## config.mk

```make
export PLATFORM = sky130hd
export DESIGN_NAME = alu_ctrl_flat
export DESIGN_NICKNAME = d
export VERILOG_FILES = /design/src/rtl/alu_pkg.sv /design/src/rtl/alu_ctrl_if.sv /design/src/rtl/alu_regfile.sv /design/src/rtl/alu_ctrl.sv /design/src/flat_wrapper.sv
export SDC_FILE = /design/constraint.sdc
export NUM_CORES = 1
export LEC_CHECK = 0
export BUFFER_PORTS_ARGS = -buffer_cell sky130_fd_sc_hd__buf_2
export CAP_MARGIN = 20
export CORE_MARGIN = 2
export CORE_UTILIZATION = 35
export DETAILED_ROUTE_END_ITERATION = 8
export PLACE_DENSITY_LB_ADDON = 0.12
export SYNTH_ARGS = -nofsm -noshare
export SYNTH_HDL_FRONTEND = slang
export SYNTH_SLANG_ARGS = --single-unit
```

## constraint.sdc

```tcl
create_clock -name clk -period 2.2 [get_ports clk]
set_clock_uncertainty 0.15 [all_clocks]
set_input_delay 0.22 -clock clk [delete_from_list [all_inputs] [get_ports clk]]
set_output_delay 0.22 -clock clk [all_outputs]
set_load 0.1 [all_outputs]
```

## src/rtl/alu_pkg.sv

```systemverilog
// -----------------------------------------------------------------------------
// alu_pkg -- constants shared by the ALU controller, its register file and
//            the external ALU.
//   * alu_op_e  : 3-bit ALU opcode encoding (ADD..AND)
//   * ST_*      : FSM state encodings of the controller
//   * is_div    : helper that recognises the divide opcode
// Related build macro: DIV0_CHECK_EN (used in alu_ctrl.sv).
// -----------------------------------------------------------------------------
package alu_pkg;

    typedef enum logic [2:0] {
        OP_ADD = 3'd0,
        OP_SUB = 3'd1,
        OP_MUL = 3'd2,
        OP_DIV = 3'd3,
        OP_NOT = 3'd4,
        OP_XOR = 3'd5,
        OP_OR  = 3'd6,
        OP_AND = 3'd7
    } alu_op_e;

    localparam logic [1:0] ST_IDLE = 2'd0;
    localparam logic [1:0] ST_EXEC = 2'd1;
    localparam logic [1:0] ST_RESP = 2'd2;

    function automatic logic is_div(input logic [2:0] oc);
        return oc == OP_DIV;
    endfunction

endpackage

```

## src/rtl/alu_ctrl_if.sv

```systemverilog
// -----------------------------------------------------------------------------
// alu_ctrl_if -- bundle of every non-clock signal of alu_ctrl.
//   command channel : cmd_valid/cmd_ready, cmd_oc, cmd_dst, cmd_src_a, cmd_src_b
//   direct load     : ld_en, ld_addr, ld_data
//   external ALU    : alu_oc, alu_a, alu_b (to ALU), alu_f (from ALU)
//   response channel: rsp_valid/rsp_ready, rsp_data, rsp_dst, rsp_err
// Modports:
//   slave  -- the controller side
//   master -- the environment side (command source, ALU, response sink)
// -----------------------------------------------------------------------------
interface alu_ctrl_if #(
    parameter int DATA_W = 4,
    parameter int REG_AW = 2
);
    logic              cmd_valid;
    logic              cmd_ready;
    logic [2:0]        cmd_oc;
    logic [REG_AW-1:0] cmd_dst;
    logic [REG_AW-1:0] cmd_src_a;
    logic [REG_AW-1:0] cmd_src_b;
    logic              ld_en;
    logic [REG_AW-1:0] ld_addr;
    logic [DATA_W-1:0] ld_data;
    logic [2:0]        alu_oc;
    logic [DATA_W-1:0] alu_a;
    logic [DATA_W-1:0] alu_b;
    logic [DATA_W-1:0] alu_f;
    logic              rsp_valid;
    logic              rsp_ready;
    logic [DATA_W-1:0] rsp_data;
    logic [REG_AW-1:0] rsp_dst;
    logic              rsp_err;

    modport slave (
        input  cmd_valid, cmd_oc, cmd_dst, cmd_src_a, cmd_src_b,
        input  ld_en, ld_addr, ld_data,
        input  alu_f, rsp_ready,
        output cmd_ready, alu_oc, alu_a, alu_b,
        output rsp_valid, rsp_data, rsp_dst, rsp_err
    );

    modport master (
        output cmd_valid, cmd_oc, cmd_dst, cmd_src_a, cmd_src_b,
        output ld_en, ld_addr, ld_data,
        output alu_f, rsp_ready,
        input  cmd_ready, alu_oc, alu_a, alu_b,
        input  rsp_valid, rsp_data, rsp_dst, rsp_err
    );
endinterface

```

## src/rtl/alu_regfile.sv

```systemverilog
// -----------------------------------------------------------------------------
// alu_regfile -- 2**REG_AW x DATA_W register file.
//   clk, rst                 : clock, synchronous active-high clear of all regs
//   rd_addr_a/rd_data_a      : asynchronous read port A
//   rd_addr_b/rd_data_b      : asynchronous read port B
//   wr_en_hi/addr/data_hi    : high-priority write port (ALU writeback)
//   wr_en_lo/addr/data_lo    : low-priority write port (direct load)
// Reads are combinational from the current contents, so a read in the same
// cycle as a write returns the old value.
// -----------------------------------------------------------------------------
module alu_regfile #(
    parameter int DATA_W = 4,
    parameter int REG_AW = 2
) (
    input  logic              clk,
    input  logic              rst,
    input  logic [REG_AW-1:0] rd_addr_a,
    output logic [DATA_W-1:0] rd_data_a,
    input  logic [REG_AW-1:0] rd_addr_b,
    output logic [DATA_W-1:0] rd_data_b,
    input  logic              wr_en_hi,
    input  logic [REG_AW-1:0] wr_addr_hi,
    input  logic [DATA_W-1:0] wr_data_hi,
    input  logic              wr_en_lo,
    input  logic [REG_AW-1:0] wr_addr_lo,
    input  logic [DATA_W-1:0] wr_data_lo
);
    localparam int NREG = 1 << REG_AW;

    logic [DATA_W-1:0] mem_reg [NREG];
    logic [NREG-1:0]   sel_hi;
    logic [NREG-1:0]   sel_lo;

    // One-hot write decode per port.
    for (genvar gi = 0; gi < NREG; gi++) begin : g_dec
        assign sel_hi[gi] = wr_en_hi && (wr_addr_hi == REG_AW'(gi));
        assign sel_lo[gi] = wr_en_lo && (wr_addr_lo == REG_AW'(gi));
    end

    always_ff @(posedge clk) begin
        for (int i = 0; i < NREG; i++) begin
            if (rst) begin
                mem_reg[i] <= '0;
            end else if (sel_hi[i]) begin
                mem_reg[i] <= wr_data_hi;
            end else if (sel_lo[i]) begin
                mem_reg[i] <= wr_data_lo;
            end
        end
    end

    assign rd_data_a = mem_reg[rd_addr_a];
    assign rd_data_b = mem_reg[rd_addr_b];

endmodule

```

## src/rtl/alu_ctrl.sv

```systemverilog
// -----------------------------------------------------------------------------
// alu_ctrl -- sequences register-file operands through an external
//             combinational ALU and writes the result back.
// Ports:
//   clk  : clock, all state on rising edge
//   rst  : synchronous active-high reset
//   bus  : alu_ctrl_if.slave (command, direct load, ALU and response signals)
// Flow: IDLE accepts a command and latches operands, EXEC presents them to the
// ALU for one cycle and captures/writes back alu_f, RESP holds the result
// until rsp_ready.
// Build macro DIV0_CHECK_EN: when defined, a DIV with a zero divisor returns
// all-ones with rsp_err=1 and leaves the destination register untouched.
// -----------------------------------------------------------------------------
module alu_ctrl
    import alu_pkg::*;
#(
    parameter int DATA_W = 4,
    parameter int REG_AW = 2
) (
    input  logic     clk,
    input  logic     rst,
    alu_ctrl_if.slave bus
);
    logic [1:0]        state_reg;
    logic [2:0]        oc_reg;
    logic [DATA_W-1:0] a_reg;
    logic [DATA_W-1:0] b_reg;
    logic [REG_AW-1:0] dst_reg;
    logic [DATA_W-1:0] rsp_data_reg;
    logic [REG_AW-1:0] rsp_dst_reg;
    logic              rsp_err_reg;

    logic [DATA_W-1:0] rd_a;
    logic [DATA_W-1:0] rd_b;
    logic              div0;
    logic              wb_en;
    logic [DATA_W-1:0] wb_data;

`ifdef DIV0_CHECK_EN
    assign div0 = is_div(oc_reg) && (b_reg == '0);
`else
    assign div0 = 1'b0;
`endif

    assign wb_data = div0 ? '1 : bus.alu_f;
    // A reset in the same cycle also wins inside the register file, which
    // discards the writeback of an interrupted command.
    assign wb_en   = (state_reg == ST_EXEC) && !div0;

    alu_regfile #(
        .DATA_W (DATA_W),
        .REG_AW (REG_AW)
    ) u_regfile (
        .clk        (clk),
        .rst        (rst),
        .rd_addr_a  (bus.cmd_src_a),
        .rd_data_a  (rd_a),
        .rd_addr_b  (bus.cmd_src_b),
        .rd_data_b  (rd_b),
        .wr_en_hi   (wb_en),
        .wr_addr_hi (dst_reg),
        .wr_data_hi (wb_data),
        .wr_en_lo   (bus.ld_en),
        .wr_addr_lo (bus.ld_addr),
        .wr_data_lo (bus.ld_data)
    );

    always_ff @(posedge clk) begin
        if (rst) begin
            state_reg    <= ST_IDLE;
            oc_reg       <= '0;
            a_reg        <= '0;
            b_reg        <= '0;
            dst_reg      <= '0;
            rsp_data_reg <= '0;
            rsp_dst_reg  <= '0;
            rsp_err_reg  <= 1'b0;
        end else begin
            case (state_reg)
                ST_IDLE: begin
                    if (bus.cmd_valid) begin
                        oc_reg    <= bus.cmd_oc;
                        a_reg     <= rd_a;
                        b_reg     <= rd_b;
                        dst_reg   <= bus.cmd_dst;
                        state_reg <= ST_EXEC;
                    end
                end
                ST_EXEC: begin
                    rsp_data_reg <= wb_data;
                    rsp_dst_reg  <= dst_reg;
                    rsp_err_reg  <= div0;
                    // ALU operands are only valid during EXEC.
                    oc_reg       <= '0;
                    a_reg        <= '0;
                    b_reg        <= '0;
                    state_reg    <= ST_RESP;
                end
                ST_RESP: begin
                    if (bus.rsp_ready) begin
                        state_reg <= ST_IDLE;
                    end
                end
                default: state_reg <= ST_IDLE;
            endcase
        end
    end

    assign bus.cmd_ready = (state_reg == ST_IDLE);
    assign bus.rsp_valid = (state_reg == ST_RESP);
    assign bus.alu_oc    = oc_reg;
    assign bus.alu_a     = a_reg;
    assign bus.alu_b     = b_reg;
    assign bus.rsp_data  = rsp_data_reg;
    assign bus.rsp_dst   = rsp_dst_reg;
`ifdef DIV0_CHECK_EN
    assign bus.rsp_err   = rsp_err_reg;
`else
    assign bus.rsp_err   = 1'b0;
`endif

endmodule

```

## src/flat_wrapper.sv

```systemverilog
// flat-port wrapper written by rule: the top's interface ports become plain ports
module alu_ctrl_flat import alu_pkg::*;
#(
    parameter int DATA_W = 4,
    parameter int REG_AW = 2
)
  (clk, rst, bus_cmd_valid, bus_cmd_oc, bus_cmd_dst, bus_cmd_src_a, bus_cmd_src_b, bus_ld_en, bus_ld_addr, bus_ld_data, bus_alu_f, bus_rsp_ready, bus_cmd_ready, bus_alu_oc, bus_alu_a, bus_alu_b, bus_rsp_valid, bus_rsp_data, bus_rsp_dst, bus_rsp_err);
  alu_ctrl_if #(.DATA_W(DATA_W), .REG_AW(REG_AW)) bus_i ();
  input  logic clk;
  input  logic rst;
  input wire logic [$bits(bus_i.cmd_valid)-1:0] bus_cmd_valid;
  input wire logic [$bits(bus_i.cmd_oc)-1:0] bus_cmd_oc;
  input wire logic [$bits(bus_i.cmd_dst)-1:0] bus_cmd_dst;
  input wire logic [$bits(bus_i.cmd_src_a)-1:0] bus_cmd_src_a;
  input wire logic [$bits(bus_i.cmd_src_b)-1:0] bus_cmd_src_b;
  input wire logic [$bits(bus_i.ld_en)-1:0] bus_ld_en;
  input wire logic [$bits(bus_i.ld_addr)-1:0] bus_ld_addr;
  input wire logic [$bits(bus_i.ld_data)-1:0] bus_ld_data;
  input wire logic [$bits(bus_i.alu_f)-1:0] bus_alu_f;
  input wire logic [$bits(bus_i.rsp_ready)-1:0] bus_rsp_ready;
  output wire logic [$bits(bus_i.cmd_ready)-1:0] bus_cmd_ready;
  output wire logic [$bits(bus_i.alu_oc)-1:0] bus_alu_oc;
  output wire logic [$bits(bus_i.alu_a)-1:0] bus_alu_a;
  output wire logic [$bits(bus_i.alu_b)-1:0] bus_alu_b;
  output wire logic [$bits(bus_i.rsp_valid)-1:0] bus_rsp_valid;
  output wire logic [$bits(bus_i.rsp_data)-1:0] bus_rsp_data;
  output wire logic [$bits(bus_i.rsp_dst)-1:0] bus_rsp_dst;
  output wire logic [$bits(bus_i.rsp_err)-1:0] bus_rsp_err;
  assign bus_i.cmd_valid = bus_cmd_valid;
  assign bus_i.cmd_oc = bus_cmd_oc;
  assign bus_i.cmd_dst = bus_cmd_dst;
  assign bus_i.cmd_src_a = bus_cmd_src_a;
  assign bus_i.cmd_src_b = bus_cmd_src_b;
  assign bus_i.ld_en = bus_ld_en;
  assign bus_i.ld_addr = bus_ld_addr;
  assign bus_i.ld_data = bus_ld_data;
  assign bus_i.alu_f = bus_alu_f;
  assign bus_i.rsp_ready = bus_rsp_ready;
  assign bus_cmd_ready = bus_i.cmd_ready;
  assign bus_alu_oc = bus_i.alu_oc;
  assign bus_alu_a = bus_i.alu_a;
  assign bus_alu_b = bus_i.alu_b;
  assign bus_rsp_valid = bus_i.rsp_valid;
  assign bus_rsp_data = bus_i.rsp_data;
  assign bus_rsp_dst = bus_i.rsp_dst;
  assign bus_rsp_err = bus_i.rsp_err;
  alu_ctrl #(.DATA_W(DATA_W), .REG_AW(REG_AW)) u_core (.clk(clk), .rst(rst), .bus(bus_i));
endmodule
```

==> Word level (Yosys, flattened, before mapping) <==
Memories as Yosys holds them, arrays and structs flattened.
Index checks and enable logic that the tools add are counted.
{ "word_totals": {"regBits": 21, "latchBits": 0, "ramBits": 16, "rom_bits": 0, "inputBits": 24, "output_inout_bits": 20, "word_cells": 88, "mem_count": 1} }
{ "memory_table": {"columns": ["memory", "words", "width", "rd", "rd_clocked_by_memory_dff", "wr", "line_no", "text"], "rows": [
  ["u_core.u_regfile.mem_reg", 4, 4, 2, 0, 4, "alu_regfile.sv:30", "logic [DATA_W-1:0] mem_reg [NREG];"]
]} }
{ "classes": {"add_sub_neg": 0, "multipliers": 0, "div": 0, "magnitude_cmp": 0, "eq_ne": 10, "shifts": 0, "muxes": 47, "bitwise_logic": 8, "reduce_logical": 15} }
{ "op_table": {"columns": ["op", "count"], "rows": [
  ["4-bit 2-to-1 mux", 10],
  ["1-bit 2-to-1 mux", 30],
  ["4-bit case mux with 2 select lines", 2],
  ["2-bit equality test, second input constant", 5],
  ["1-bit logical AND", 8],
  ["1-bit bitwise OR", 8],
  ["2-bit by 1-bit equality test with 1-bit output, second input constant", 3],
  ["2-bit zero test", 3],
  ["2-bit case mux with 3 select lines", 1],
  ["3-bit case mux with 2 select lines", 1],
  ["2-bit AND reduction", 3],
  ["2-bit 2-to-1 mux", 2],
  ["2-bit != test, second input constant", 2],
  ["3-bit 2-to-1 mux", 1],
  ["2-bit nonzero test", 1]
]} }

==> Depth between registers and ports, before layout <==
Gate-level depths: netlist (run 1).
{ "depth": {"ltp_word": 7, "depth_mapped": 5, "mapped_depth_nobuf": 3} }

==> Hierarchy <==
A second synthesis (run 1) with hierarchy kept.
{ "unflattened": {"hier_cells": 145, "area_unflattened_um2": 1779.2} }
{ "by_module_without_submodules": {"columns": ["module", "n_inst", "cells_per_inst", "area_per_inst_um2"], "rows": [
  ["alu_regfile", 1, 64, 1009.7],
  ["alu_ctrl", 1, 81, 769.5]
]} }

==> Least setup slack after synthesis (run 1) <==
OpenSTA, ideal clock, no wires.
{ "synth_path": {"path_kind": "register to register", "start": "register u_core.state_reg[1]", "end": "register u_core.state_reg[1]", "arrival_ps": 2210, "required_time_ps": 1979, "setup_slack_ps": -231, "stages_incl_launch_ff": 5, "synth_period_minus_slack_ps": 2431, "cell_sequence": "dfxtp_1 -> buf_6 -> nor2b_1 -> nand2b_1 -> a21oi_1"} }
{ "synth_via": {"elab_chain_len": 3, "word_cells_on_any_way": 7} }
{ "synth_lines": {"columns": ["item", "line_no", "text"], "rows": [
  ["from (decl)", "alu_ctrl.sv:24", "logic [1:0] state_reg;"],
  ["from (signal assigned)", "alu_ctrl.sv:70", "state_reg <= ST_IDLE;"],
  ["from (signal assigned)", "alu_ctrl.sv:86", "state_reg <= ST_EXEC;"],
  ["from (signal assigned)", "alu_ctrl.sv:97", "state_reg <= ST_RESP;"],
  ["2-bit equality test (*)", null, null],
  ["net bus_rsp_valid", "flat_wrapper.sv:25", "output wire logic [$bits(bus_i.rsp_valid)-1:0] bus_rsp_valid;"],
  ["2-bit != test (no source line)", null, null],
  ["2-bit AND reduction (no source line)", null, null]
]} }
Mark *: on every way through the listed nets, which the timed path passes. The rest lies on a longest branch.
A chain may end at the register's enable or synchronous reset.

==> Worst setup path in the final report (run 1) <==
{ "layout_path": {"start": "register u_core.state_reg[1]", "end": "output port bus_rsp_valid"} }
{ "layout_via": {"elab_chain_len": 1} }
{ "layout_lines": {"columns": ["item", "line_no", "text"], "rows": [
  ["2-bit equality test", "alu_ctrl.sv:110", "assign bus.rsp_valid = (state_reg == ST_RESP);"],
  ["to (decl)", "flat_wrapper.sv:25", null]
]} }
Every way passes these cells.

==> results of run 1 <==
-- worst min path at each step --
stage,from,endpoint,slack [ns],depth (start not counted)
after detailed placement,bus_cmd_oc[1],u_core.bus.alu_oc[1],0.29,2
after CTS,bus_cmd_oc[0],u_core.bus.alu_oc[0],0.004,2
after global placement,bus_cmd_oc[1],u_core.bus.alu_oc[1],0.29,2
after global routing,bus_cmd_oc[2],u_core.bus.alu_oc[2],0.03,2
final,bus_cmd_oc[2],u_core.bus.alu_oc[2],0.02,2
after floorplan,bus_cmd_oc[1],u_core.bus.alu_oc[1],0.20,1
-- per-layer routing --
layer  global-route usage [%]  up-vias
li1                         -      624
met1                     18.4      610
met2                     28.1       65
met3                     4.02       15
met4                     7.02        0
met5                        0        -
-- Yosys cell counts --
| cell | number | area, um^2 |
|---|---|---|
| nor3b_2 | 1 | 12.5 |
| conb_1 | 1 | 3.75 |
| buf_2 | 2 | 10.0 |
| a22o_1 | 27 | 236 |
| a21oi_1 | 7 | 35.0 |
| buf_1 | 1 | 3.75 |
| mux4_2 | 8 | 180 |
| and4b_1 | 1 | 10.0 |
| a311o_1 | 4 | 40.0 |
| buf_6 | 2 | 22.5 |
| and4bb_1 | 1 | 12.5 |
| o21ba_2 | 1 | 10.0 |
| nor4b_2 | 1 | 15.0 |
| nor2b_1 | 6 | 37.5 |
| nand3b_1 | 1 | 7.51 |
| buf_4 | 2 | 15.0 |
| nand2_1 | 13 | 48.8 |
| dfxtp_1 | 21 | 420 |
| nor2_1 | 4 | 15.0 |
| edfxtp_1 | 16 | 480 |
| nor4b_4 | 1 | 23.8 |
| nor4_4 | 1 | 21.3 |
| and2b_2 | 1 | 8.76 |
| inv_1 | 2 | 7.51 |
| nor3_2 | 2 | 20.0 |
| mux2i_1 | 2 | 20.0 |
| nor4_2 | 2 | 25.0 |
| and4bb_4 | 1 | 16.3 |
| nand2b_1 | 3 | 18.8 |
-- cell type report --
cell class	instances	area [um^2]
well taps	67	83.8
flip-flops and latches	37	901
inverters	2	7.51
multi-input cells	89	821
repair buffers	45	238
clock inverters	1	30.0
fillers	477	2650
clock buffers	7	86.3
-- power groups by stage --
stage	combinational, mW	clock (mW)	sequential, mW
floorplan	0.147	0	0.908
global placement	0.325	0	0.805
detailed placement	0.329	0	0.807
CTS	0.331	0.621	0.791
global route	0.350	0.657	0.796
finish	0.331	0.613	0.791
-- stage by stage --
| step | utilization [%] | area [um^2] | total power [mW] | setup slack (ns) |
|---|---|---|---|---|
| 2_1_floorplan | - | 1780 | 1.06 | 0.0920 |
| 3_3_place_gp | 42.2 | 2030 | 1.13 | 0.515 |
| 3_5_place_dp | 42.2 | 2030 | 1.14 | 0.456 |
| 4_1_cts | 44.8 | 2160 | 1.74 | 0.274 |
| 5_1_grt | 45.0 | 2170 | 1.80 | 0.183 |
| 6_report | 45.0 | 2170 | 1.73 | 0.297 |
-- worst max-delay path, stage by stage, from the launching register on --
cell and delay (ns):
dfxtp_1 0.59, nor2b_2 0.23, buf_2 0.43
-- cell families after synthesis --
family / count (synthesis) / synth area share [%]
compound gates: 39 / 18.1
simple gates: 39 / 16.5
mux: 10 / 11.3
buf+inv: 9 / 3.31
other cells: 1 / 0.211
flops: 37 / 50.7
==> impl_metrics.csv, run 1 <==
group,metric,value,unit
worst_setup_path,critical_path.startpoint_type,"flop",
route,drc,0,
power_and_ir_drop,p_sw,510,uW
worst_setup_path,crit_fanout,12,
logic_synthesis,ys_types,29,
power_and_ir_drop,swShare,29.4,%
place,dpl.cell_count,238,
clock_tree,cts_setup_buffers,0,
logic_synthesis,synth_cells,135,
grt,grt_max_degree,24,
worst_setup_path,worstPathArrival,1.53,ns
worst_setup_path,reg2reg_slack,0.46,ns
layout,drive_gt1_share,38.7,%
clock_tree,tritoncts,"done",
layout,num-nets-final,204,
sta,whs,0.0212,ns
route,met2_length,2.09,mm
route,wirelength_met1,1.65,mm
logic_synthesis,synth_fp_nets,159,
clock_tree,cts.path.max_buffers,2,
worst_setup_path,worstSetupEndpoint,"bus_rsp_valid",
clock_tree,ctsHoldBuffers,1,
logic_synthesis,syn_avg_cell_area,13.2,um^2
power_and_ir_drop,p_leak,0.871,nW
clock_tree,cts.clk_slew.worst_paths,0.07,ns
route,drt-total-wl,4.09,mm
logic_synthesis,yosys_register_bits,37,
route,post_drt_via_cell_ratio,5.30,
layout,stdcell_count,248,
power_and_ir_drop,p_clk_share,35.3,%
floorplan,core-area,4820,um^2
power_and_ir_drop,p_int,1.22,mW
route,met3_length,243,um
worst_setup_path,rr_startpoint,"u_core.state_reg[0]",
logic_synthesis,ys_warn_count,0,
layout,final_common_cell,"buf_2",
worst_setup_path,crit_start,"u_core.state_reg[1]",
route,vias,1314,
sta,clock.fmax,526,MHz
place,port_buffers,42,
grt,grt_pass1_vias,1405,
floorplan,ios,44,
layout,insertedDiodeCount,0,
worst_setup_path,path_class,"reg2out",
place,gp_congestion,0.870,
sta,finalSetupViolCount,0,
power_and_ir_drop,power_frac_comb,19.1,%
worst_hold_path,min_path_type,"in2reg",
route,drt_iter0_drc,34,
power_and_ir_drop,power_density,800,nW/um^2
worst_setup_path,ff2ff_path_depth,3,
clock_tree,root_buffer,"clkbuf_8",
clock_tree,ctsResizeCount,0,
grt,grt.overflow.total,0,
route,antenna_left,0,
logic_synthesis,ys_seq_area_share,50.7,%
power_and_ir_drop,ir_drop,0.000346,V
clock_tree,clk_latency,0.29,ns
worst_setup_path,required,1.83,ns
clock_tree,cts_buffers,5,
floorplan,row_count,25,
logic_synthesis,netlist_area,1780,um^2
sta,rsz0062_at_grt,"no",
route,top_layer,"met4",
clock_tree,clock_sinks,37,
floorplan,die-height,75.3,um
sta,finalMaxSlewViolations,0,
power_and_ir_drop,p_seq_share,45.6,%
layout,area_delta_synth_final,21.9,%
sta,setup-tns-final,0,ns
route,firstDrtPassIters,4,
sta,post-route-period-util,86.5,%
floorplan,die_w,75.3,um
worst_setup_path,cp-end-kind,"primary output",
grt,groute.usage.overall,16.0,%
worst_setup_path,r2r-end,"u_core.u_regfile.mem_reg[0][3]",
place,dp_hpwl,3.18,mm
grt,antenna_found_initial,0,
sta,finalCriticalPeriod,1.90,ns
sta,finalHoldViolations,0,
route,wire_per_inst,16.5,um
floorplan,die_area,5670,um^2
flow_run,maxCapViolCount,0,
outcome,status,"completed",
layout,most-common-layout-cells,"buf_2, a22o_1, dfxtp_1",
grt,grt_pass1_wl,6.68,mm
floorplan,start_util,36.9,%
layout,largest_register_ff_count,16,
clock_tree,cts.htree.levels,2,
Power figures use the tool's default switching activity.
==> run 2, diff against run 1 <==
- PLACE_DENSITY: default -> 0.65
- PLACE_DENSITY_LB_ADDON: 0.12 -> default
==> impl_metrics.csv, run 2 (synthesized netlist as in run 1, its figures left out) <==
group,metric,value,unit
power_and_ir_drop,swShare,30.8,%
floorplan,ios,44,
layout,most-common-layout-cells,"buf_2, a22o_1, dfxtp_1",
layout,final_common_cell,"buf_2",
layout,num-nets-final,203,
floorplan,row_count,25,
sta,post-route-period-util,87.3,%
sta,finalMaxSlewViolations,0,
clock_tree,ctsResizeCount,0,
route,drc,0,
worst_setup_path,crit_start,"u_core.state_reg[1]",
floorplan,die_w,75.3,um
route,firstDrtPassIters,4,
place,pre_cts_slack,0.486,ns
worst_setup_path,required,1.83,ns
route,drt-total-wl,3.97,mm
worst_setup_path,rr_startpoint,"u_core.state_reg[0]",
layout,stdcell_count,247,
layout,drive_gt1_share,38.3,%
worst_setup_path,crit_fanout,12,
sta,clock.fmax,521,MHz
route,met3_length,273,um
worst_setup_path,critical_path.startpoint_type,"flop",
place,port_buffers,42,
route,top_layer,"met4",
clock_tree,cts.path.max_buffers,2,
clock_tree,tritoncts,"done",
outcome,status,"completed",
grt,antenna_found_initial,0,
sta,whs,0.00722,ns
grt,grt.overflow.total,0,
sta,finalHoldViolations,0,
worst_setup_path,worstPathArrival,1.55,ns
route,vias,1310,
grt,grt_pass1_vias,1244,
route,antenna_left,0,
worst_setup_path,r2r-end,"u_core.u_regfile.mem_reg[0][1]",
power_and_ir_drop,ir_drop,0.000329,V
power_and_ir_drop,p_leak,0.860,nW
worst_hold_path,hold_end,"u_core.bus.alu_oc[0]",
grt,grt_max_degree,24,
worst_hold_path,min_path_type,"in2reg",
floorplan,die-height,75.3,um
worst_setup_path,ff2ff_path_depth,3,
floorplan,die_area,5670,um^2
worst_setup_path,cp-end-kind,"primary output",
clock_tree,root_buffer,"clkbuf_8",
layout,largest_register_ff_count,16,
layout,area_delta_synth_final,20.5,%
sta,finalSetupViolCount,0,
grt,grt_pass1_wl,6.11,mm
power_and_ir_drop,power_frac_comb,19.9,%
place,gp_congestion,0.761,
sta,finalCriticalPeriod,1.92,ns
clock_tree,cts_buffers,5,
clock_tree,cts.htree.levels,2,
route,drt_iter0_drc,24,
clock_tree,cts.clk_slew.worst_paths,0.07,ns
flow_run,maxCapViolCount,0,
power_and_ir_drop,power_density,771,nW/um^2
route,post_drt_via_cell_ratio,5.30,
route,wire_per_inst,16.1,um
worst_hold_path,hp-start,"bus_cmd_oc[0]",
power_and_ir_drop,p_seq_share,47.9,%
floorplan,start_util,36.9,%
layout,insertedDiodeCount,0,
worst_setup_path,path_class,"reg2out",
power_and_ir_drop,p_sw,509,uW
floorplan,core-area,4820,um^2
grt,groute.usage.overall,14.8,%
power_and_ir_drop,p_int,1.14,mW
clock_tree,clk_latency,0.29,ns
power_and_ir_drop,p_clk_share,32.3,%
place,dpl.cell_count,238,
route,wirelength_met1,1.77,mm
worst_hold_path,holdPathStages,2,
clock_tree,clock_sinks,37,
place,dp_hpwl,3.06,mm
worst_setup_path,reg2reg_slack,0.44,ns
sta,fin_ws,0.280,ns
sta,setup-tns-final,0,ns
sta,rsz0062_at_grt,"no",
route,met2_length,1.88,mm
## run 2: changes by cell type in the layout (fill, tap and decap cells not counted)
cell	before	now
clkbuf_8	6	5
dlygate4sd3_1	2	1
clkinv_1	0	1
clkbuf_16	0	1
bufinv_16	1	0
## run 2: worst max path at each step
stage | end | cells after the start | slack [ns]
5_1_grt | bus_rsp_valid | 2 | 0.19
3_5_place_dp | u_core.u_regfile.mem_reg[0][0] | 3 | 0.49
4_1_cts | bus_rsp_valid | 2 | 0.28
3_3_place_gp | u_core.u_regfile.mem_reg[2][2] | 2 | 0.51
2_1_floorplan | bus_cmd_ready | 2 | 0.09
6_report | bus_rsp_valid | 2 | 0.28
## run 2: what timing repair did
item	in CTS	in global routing
setup endpoints to repair	0	0
hold buffers	1	0
buffers inserted	0	0
hold endpoints to repair	1	0
## run 2: power by group through the flow
stage | logic, mW | registers [mW] | clock network (mW)
2_1_floorplan | 0.147 | 0.908 | 0
3_3_place_gp | 0.326 | 0.804 | 0
3_5_place_dp | 0.327 | 0.806 | 0
4_1_cts | 0.329 | 0.791 | 0.541
5_1_grt | 0.345 | 0.795 | 0.574
6_report | 0.329 | 0.790 | 0.533
## run 2: stage by stage
stage | util, % | power [mW] | cell area (um^2)
2_1_floorplan | - | 1.06 | 1780
3_3_place_gp | 42.2 | 1.13 | 2030
3_5_place_dp | 42.2 | 1.13 | 2030
4_1_cts | 44.5 | 1.66 | 2140
5_1_grt | 44.5 | 1.71 | 2140
6_report | 44.5 | 1.65 | 2140
## run 2: metal layers
metal	vias up	GRT usage, %
met5	-	0
met4	0	4.09
met3	4	5.76
met2	49	23.7
met1	636	18.7
li1	621	-
## run 2: cell type report
cell class	count	area, um^2
Sequential cell	37	901
Fill cell	468	2680
Clock buffer	7	97.6
Tap cell	67	83.8
Inverter	2	7.51
Timing Repair Buffer	44	228
Clock inverter	1	3.75
Multi-Input combinational cell	89	821
## run 2: critical path, stage by stage, from the launching register on
cell and delay, ns:
dfxtp_1 0.59, nor2b_2 0.24, buf_2 0.44
